**src/rtl/addition_pkg.sv**
```systemverilog
// Shared constants for the multiword adder: FSM state encodings and default sizing.
package addition_pkg;

    localparam int DEF_WIDTH = 8;
    localparam int DEF_WORDS = 4;

    localparam logic [1:0] IDLE = 2'd0;
    localparam logic [1:0] RUN  = 2'd1;
    localparam logic [1:0] DONE = 2'd2;

endpackage

```
**src/rtl/carry_lookahead_adder.sv**
```systemverilog
// WIDTH-bit carry-lookahead adder built from per-bit generate/propagate terms.
module carry_lookahead_adder #(
    parameter int WIDTH = 8
) (
    input  logic [WIDTH-1:0] a,
    input  logic [WIDTH-1:0] b,
    input  logic             cin,
    output logic [WIDTH-1:0] sum,
    output logic             cout
);

    logic [WIDTH-1:0] gen;
    logic [WIDTH-1:0] prop;
    logic [WIDTH:0]   carry;

    always_comb begin
        gen      = a & b;
        prop     = a ^ b;
        carry    = '0;
        carry[0] = cin;
        for (int unsigned i = 0; i < WIDTH; i++) begin
            carry[i+1] = gen[i] | (prop[i] & carry[i]);
        end
        sum  = prop ^ carry[WIDTH-1:0];
        cout = carry[WIDTH];
    end

endmodule

```
**src/rtl/multiword_adder.sv**
```systemverilog
// Sequential multiword adder: one WIDTH-bit chunk per cycle, LSB chunk first.
// Define MULTIWORD_ADDER_OVERFLOW_EN to add the signed overflow output.
module multiword_adder
    import addition_pkg::*;
#(
    parameter int WIDTH = DEF_WIDTH,
    parameter int WORDS = DEF_WORDS
) (
    input  logic                   clk,
    input  logic                   rst_n,
    input  logic                   in_valid,
    output logic                   in_ready,
    input  logic [WIDTH*WORDS-1:0] a,
    input  logic [WIDTH*WORDS-1:0] b,
    input  logic                   carry_in,
    output logic                   out_valid,
    input  logic                   out_ready,
    output logic [WIDTH*WORDS-1:0] sum,
    output logic                   carry_out
`ifdef MULTIWORD_ADDER_OVERFLOW_EN
    ,
    output logic                   overflow
`endif
);

    localparam int TOTAL = WIDTH * WORDS;
    localparam int CW    = $clog2(WORDS) + 1;
    localparam logic [CW-1:0] LAST = CW'(WORDS - 1);

    logic [1:0]       state_q, state_d;
    logic [CW-1:0]    cnt_q, cnt_d;
    logic             carry_q, carry_d;
    logic [TOTAL-1:0] a_q, a_d;
    logic [TOTAL-1:0] b_q, b_d;
    logic [TOTAL-1:0] sum_q, sum_d;
    logic             cout_q, cout_d;

    logic [WIDTH-1:0] chunk_a, chunk_b, chunk_sum;
    logic             chunk_cout;

    // Counter stops at WORDS-1, so the chunk select never leaves the operand.
    always_comb begin
        chunk_a = a_q[int'(cnt_q)*WIDTH +: WIDTH];
        chunk_b = b_q[int'(cnt_q)*WIDTH +: WIDTH];
    end

    carry_lookahead_adder #(
        .WIDTH(WIDTH)
    ) u_cla (
        .a   (chunk_a),
        .b   (chunk_b),
        .cin (carry_q),
        .sum (chunk_sum),
        .cout(chunk_cout)
    );

    always_comb begin
        state_d = state_q;
        cnt_d   = cnt_q;
        carry_d = carry_q;
        a_d     = a_q;
        b_d     = b_q;
        sum_d   = sum_q;
        cout_d  = cout_q;
        case (state_q)
            IDLE: begin
                if (in_valid) begin
                    a_d     = a;
                    b_d     = b;
                    carry_d = carry_in;
                    cnt_d   = '0;
                    state_d = RUN;
                end
            end
            RUN: begin
                sum_d[int'(cnt_q)*WIDTH +: WIDTH] = chunk_sum;
                carry_d = chunk_cout;
                if (cnt_q == LAST) begin
                    cout_d  = chunk_cout;
                    state_d = DONE;
                end else begin
                    cnt_d = cnt_q + CW'(1);
                end
            end
            DONE: begin
                if (out_ready) begin
                    state_d = IDLE;
                end
            end
            default: state_d = IDLE;
        endcase
    end

    always_ff @(posedge clk or negedge rst_n) begin
        if (!rst_n) begin
            state_q <= IDLE;
            cnt_q   <= '0;
            carry_q <= 1'b0;
            a_q     <= '0;
            b_q     <= '0;
            sum_q   <= '0;
            cout_q  <= 1'b0;
        end else begin
            state_q <= state_d;
            cnt_q   <= cnt_d;
            carry_q <= carry_d;
            a_q     <= a_d;
            b_q     <= b_d;
            sum_q   <= sum_d;
            cout_q  <= cout_d;
        end
    end

    always_comb begin
        in_ready  = (state_q == IDLE);
        out_valid = (state_q == DONE);
        sum       = sum_q;
        carry_out = cout_q;
    end

`ifdef MULTIWORD_ADDER_OVERFLOW_EN
    always_comb begin
        overflow = (state_q == DONE) &&
                   (a_q[TOTAL-1] == b_q[TOTAL-1]) &&
                   (sum_q[TOTAL-1] != a_q[TOTAL-1]);
    end
`endif

endmodule

```
**config.mk**
```make
export PLATFORM = sky130hd
export DESIGN_NAME = multiword_adder
export DESIGN_NICKNAME = d
export VERILOG_FILES = /design/src/rtl/addition_pkg.sv /design/src/rtl/carry_lookahead_adder.sv /design/src/rtl/multiword_adder.sv
export SDC_FILE = /design/constraint.sdc
export NUM_CORES = 1
export LEC_CHECK = 0
export BUFFER_PORTS_ARGS = -buffer_cell sky130_fd_sc_hd__buf_2
export CORE_MARGIN = 2
export CORE_UTILIZATION = 55
export DETAILED_ROUTE_END_ITERATION = 7
export PLACE_DENSITY = 0.8
export SLEW_MARGIN = 5
export SYNTH_ARGS = -nofsm -noshare
export SYNTH_HDL_FRONTEND = slang
export SYNTH_SLANG_ARGS = --single-unit
```
**constraint.sdc**
```tcl
create_clock -name clk -period 6.1 [get_ports clk]
set_clock_uncertainty 0.2 [all_clocks]
set_input_delay 1.22 -clock clk [delete_from_list [all_inputs] [get_ports clk]]
set_output_delay 1.22 -clock clk [all_outputs]
set_load 0.01 [all_outputs]
```
==> metrics.md <==
| Metric | Value |
|---|---|
| Status | `finished, final reports clean` |
| Die Wd | `99.6 um` |
| Logic pwr share | `between 50% and 60%` |
| CTS clk-pin slew, worst paths | `about 0.090 ns` |
| Synth top area share | `about 51%` |
| Synth Warn # | `0` |
| Number of routed nets with antenna violations | `0` |
| Critical Path Max Stage Delay | `0.58 ns` |
| Layout cells sized above 1 | `54.6%` |
| Largest net degree at the start of global routing | `76` |
| Commonest cells after routing, fill and taps aside | `dfrtp_1, buf_2, mux2_4` |
| Setup tns final | `0 ns` |
| Grt ovf | `0` |
| Synth Flop Type | `dfrtp_1` |
| Pre-antenna DRT Iters | `4` |
| Mapped cell area | `5030 sq um` |
| Worst-path cell chain | `buf_4, mux4_2, nand2_1, fa_1, fa_1, fa_1, fa_1, fa_1, fa_1, inv_1, fa_1, nor2b_1, mux2_2` |
| Final wirelength | `9610 um` |
| WHS Path Cells | `1` |
| Clock share of power | `12.4%` |
| 1st-iter DRT viols | `126` |
| Max-slew violations | `0` |
| Final setup viols | `0` |
| CTS resizes | `0` |
| Net Sw Frac | `36.2%` |
| Initial core utilization | `57.1%` |
| Worst Path Buf+Inv | `2` |
| RSZ-0062 raised after global routing | `no` |
| Reg2Reg Setup Slack | `1.10 ns` |
| Vias per inst | `between 5 and 6` |
| Worst Setup Start Kind | `flip-flop` |
| Hold-fix buffers, CTS | `0` |
| Clk_lat worst skew | `0.36 ns` |
| CTS buffer count | `9` |
| Cells after Synth | `315` |
| Synth area leaders | `dfrtp_1, mux2_4, mux4_2` |
| # port buffers | `103` |
| Critical Path RT | `6.15 ns` |
| Final worst-path cycle share | `between 80% and 90%` |
| First-pass GRT wire length | `15700 um` |
| Flop pwr share | `~36%` |
| Slew @ Worst Pin | `1.16 ns` |
| Antenna violations before repair | `0` |
| Max-Cap Viols | `0` |
| Final Power | `0.00349 W` |
| Reg2reg end | `sum[31]` |
| Int Pwr | `0.00222 W` |
| Antenna cells | `0` |
| Hold Path Origin | `sum[25]` |
| CP arrival | `between 5 and 6 ns` |
| Crit path max-delay family | `adder cells` |
| Final hold vios | `0` |
| CTS tree | `yes` |
| Core area | `8810 sq um` |
| Critical path class | `flip-flop to flip-flop` |
| Worst hold path class | `flip-flop to flip-flop` |
| FFs w/ async S/R, synth | `100%` |
| Seq cells post-synth | `~100` |
| Max Buffers Root-to-Sink | `2` |
| Pwr dens | `607 nW/um^2` |
| Switch Pwr | `approximately 0.0013 W` |
| Io pins | `104` |
| CTS Root Cell | `clkbuf_8` |
| Dominant cell type by area after synthesis | `dfrtp_1` |
| CP endpoint kind | `flip-flop` |
| FILL cells | `641` |
| Total track usage | `roughly a fifth` |
| Crit path max fanout | `14` |
| DR WL/cell | `18.2 um` |
| Via count | `2858` |
| Crit. path cell count | `13` |
| Commonest non-fill, non-tap cell in the layout | `dfrtp_1` |
| Gpl congestion | `0.815` |
| # DRC | `0` |
| Reg2Reg Depth | `13` |
| Worst reg2reg path startpoint | `cnt_q[0]` |
| Yosys cell types | `32` |
| Nets | `497` |
| P&R area growth vs syn | `14.2%` |
| Vias in the first global route | `3063` |
| Hold Path End | `sum[25]` |
| Seq/Total Area, Yosys | `51.3%` |
| Register cell area after layout | `around 2600 sq um` |
| H-tree levels | `3` |
| Cell mode on critical path | `fa_1` |
| Syn Nets | `396` |
| Area of the multi-input gates | `2210 sq um` |
| P_leak | `2.79 nW` |
| Peak supply drop | `277 uV` |
| Dpl hpwl | `between 7000 and 8000 um` |
| Die area | `9920 sq um` |
| Rel. slew slack | `22.7%` |
| CTS sink cnt | `103` |
| Row count | `34` |
| Critical-path top delay cell | `dfrtp_1` |
| Postcts setup bufs | `0` |
| Syn_area_per_cell | `16.0 sq um` |
| Die H | `approximately 100 um` |
| Post-synth EDFFs | `0` |
| Fin crit period | `5.00 ns` |
| Max frequency | `between 200 and 250 MHz` |
cell families (layout without fill, tap and decap cells):
logic type	count (synthesis)	count (layout)	share of synthesized area (%)
fa+ha+maj	12	12	4.18
flops	103	103	51.3
buf+inv	35	141	4.71
mux	115	115	33.8
compound gates	11	11	1.64
simple gates	39	39	4.38
synth_stat cells (4+ instances only):
master / n
a22o_1: 4
and2_1: 4
buf_6: 4
buf_8: 6
dfrtp_1: 103
fa_1: 8
ha_1: 4
inv_1: 19
mux2_2: 22
mux2_4: 64
mux2i_1: 13
mux4_2: 16
nand2_1: 13
nor2_1: 10
power groups by stage:
stage	clock, W	combinational [W]	sequential [W]
6_report	0.000433	0.00180	0.00125
5_1_grt	0.000468	0.00197	0.00129
3_3_place_gp	0	0.00175	0.00125
4_1_cts	0.000448	0.00181	0.00125
3_5_place_dp	0	0.00181	0.00126
2_1_floorplan	0	0.00140	0.00120
worst reg2reg max path, cell delays in order (launching register included):
cell	delay (ns)
dfrtp_1	0.58
buf_4	0.36
mux4_2	0.28
nand2_1	0.08
fa_1	0.46
fa_1	0.40
fa_1	0.39
fa_1	0.40
fa_1	0.39
fa_1	0.37
inv_1	0.08
fa_1	0.47
nor2b_1	0.16
mux2_2	0.25
layout make-up:
cell class,instances,share of cell area [%]
sequential,103,44.9
clock buffer,11,2.46
clock inverter,5,1.11
multi-input combinational,177,38.5
timing repair buffer,106,9.41
tap,108,2.35
inverter,19,1.24
through the flow:
stage / setup WS, ns / instance area [sq um] / std cells / util, % / hold slack (ns)
after floorplan: 1.43 / 5030 / 315 / - / 0.276
after global placement: 1.19 / 5540 / 513 / 62.9 / 0.283
after detailed placement: 1.10 / 5540 / 513 / 62.9 / 0.289
after CTS: 1.07 / 5740 / 529 / 65.2 / 0.310
after global routing: 0.856 / 5740 / 529 / 65.2 / 0.323
final: 1.10 / 5740 / 529 / 65.2 / 0.307
worst max-delay path by stage:
stage | start | to | slack [ns]
after floorplan | cnt_q[0] | sum[31] | 1.43
after global placement | cnt_q[0] | sum[31] | 1.19
after detailed placement | cnt_q[0] | sum[31] | 1.10
after CTS | cnt_q[0] | sum[31] | 1.07
after global routing | cnt_q[0] | sum[31] | 0.86
final | cnt_q[0] | sum[31] | 1.10
layer usage:
metal / part of all wire, % / vias up / global-route usage [%] / routed length, um
li1: - / 1309 / - / -
met1: 47 / 1458 / 28.9 / 4500
met2: 47 / 79 / 33.1 / 4560
met3: 4.2 / 12 / 3.87 / 399
met4: 1.5 / 0 / 6.64 / 146
met5: 0 / - / 0 / 0
state kept, by name, indices dropped and copies added, names as in the netlist:
name	cells
a_q	32
sum	32
carry_out	1
state_q	2
b_q	32
cnt_q	3
carry_q	1
Power figures use the tool's default switching activity.
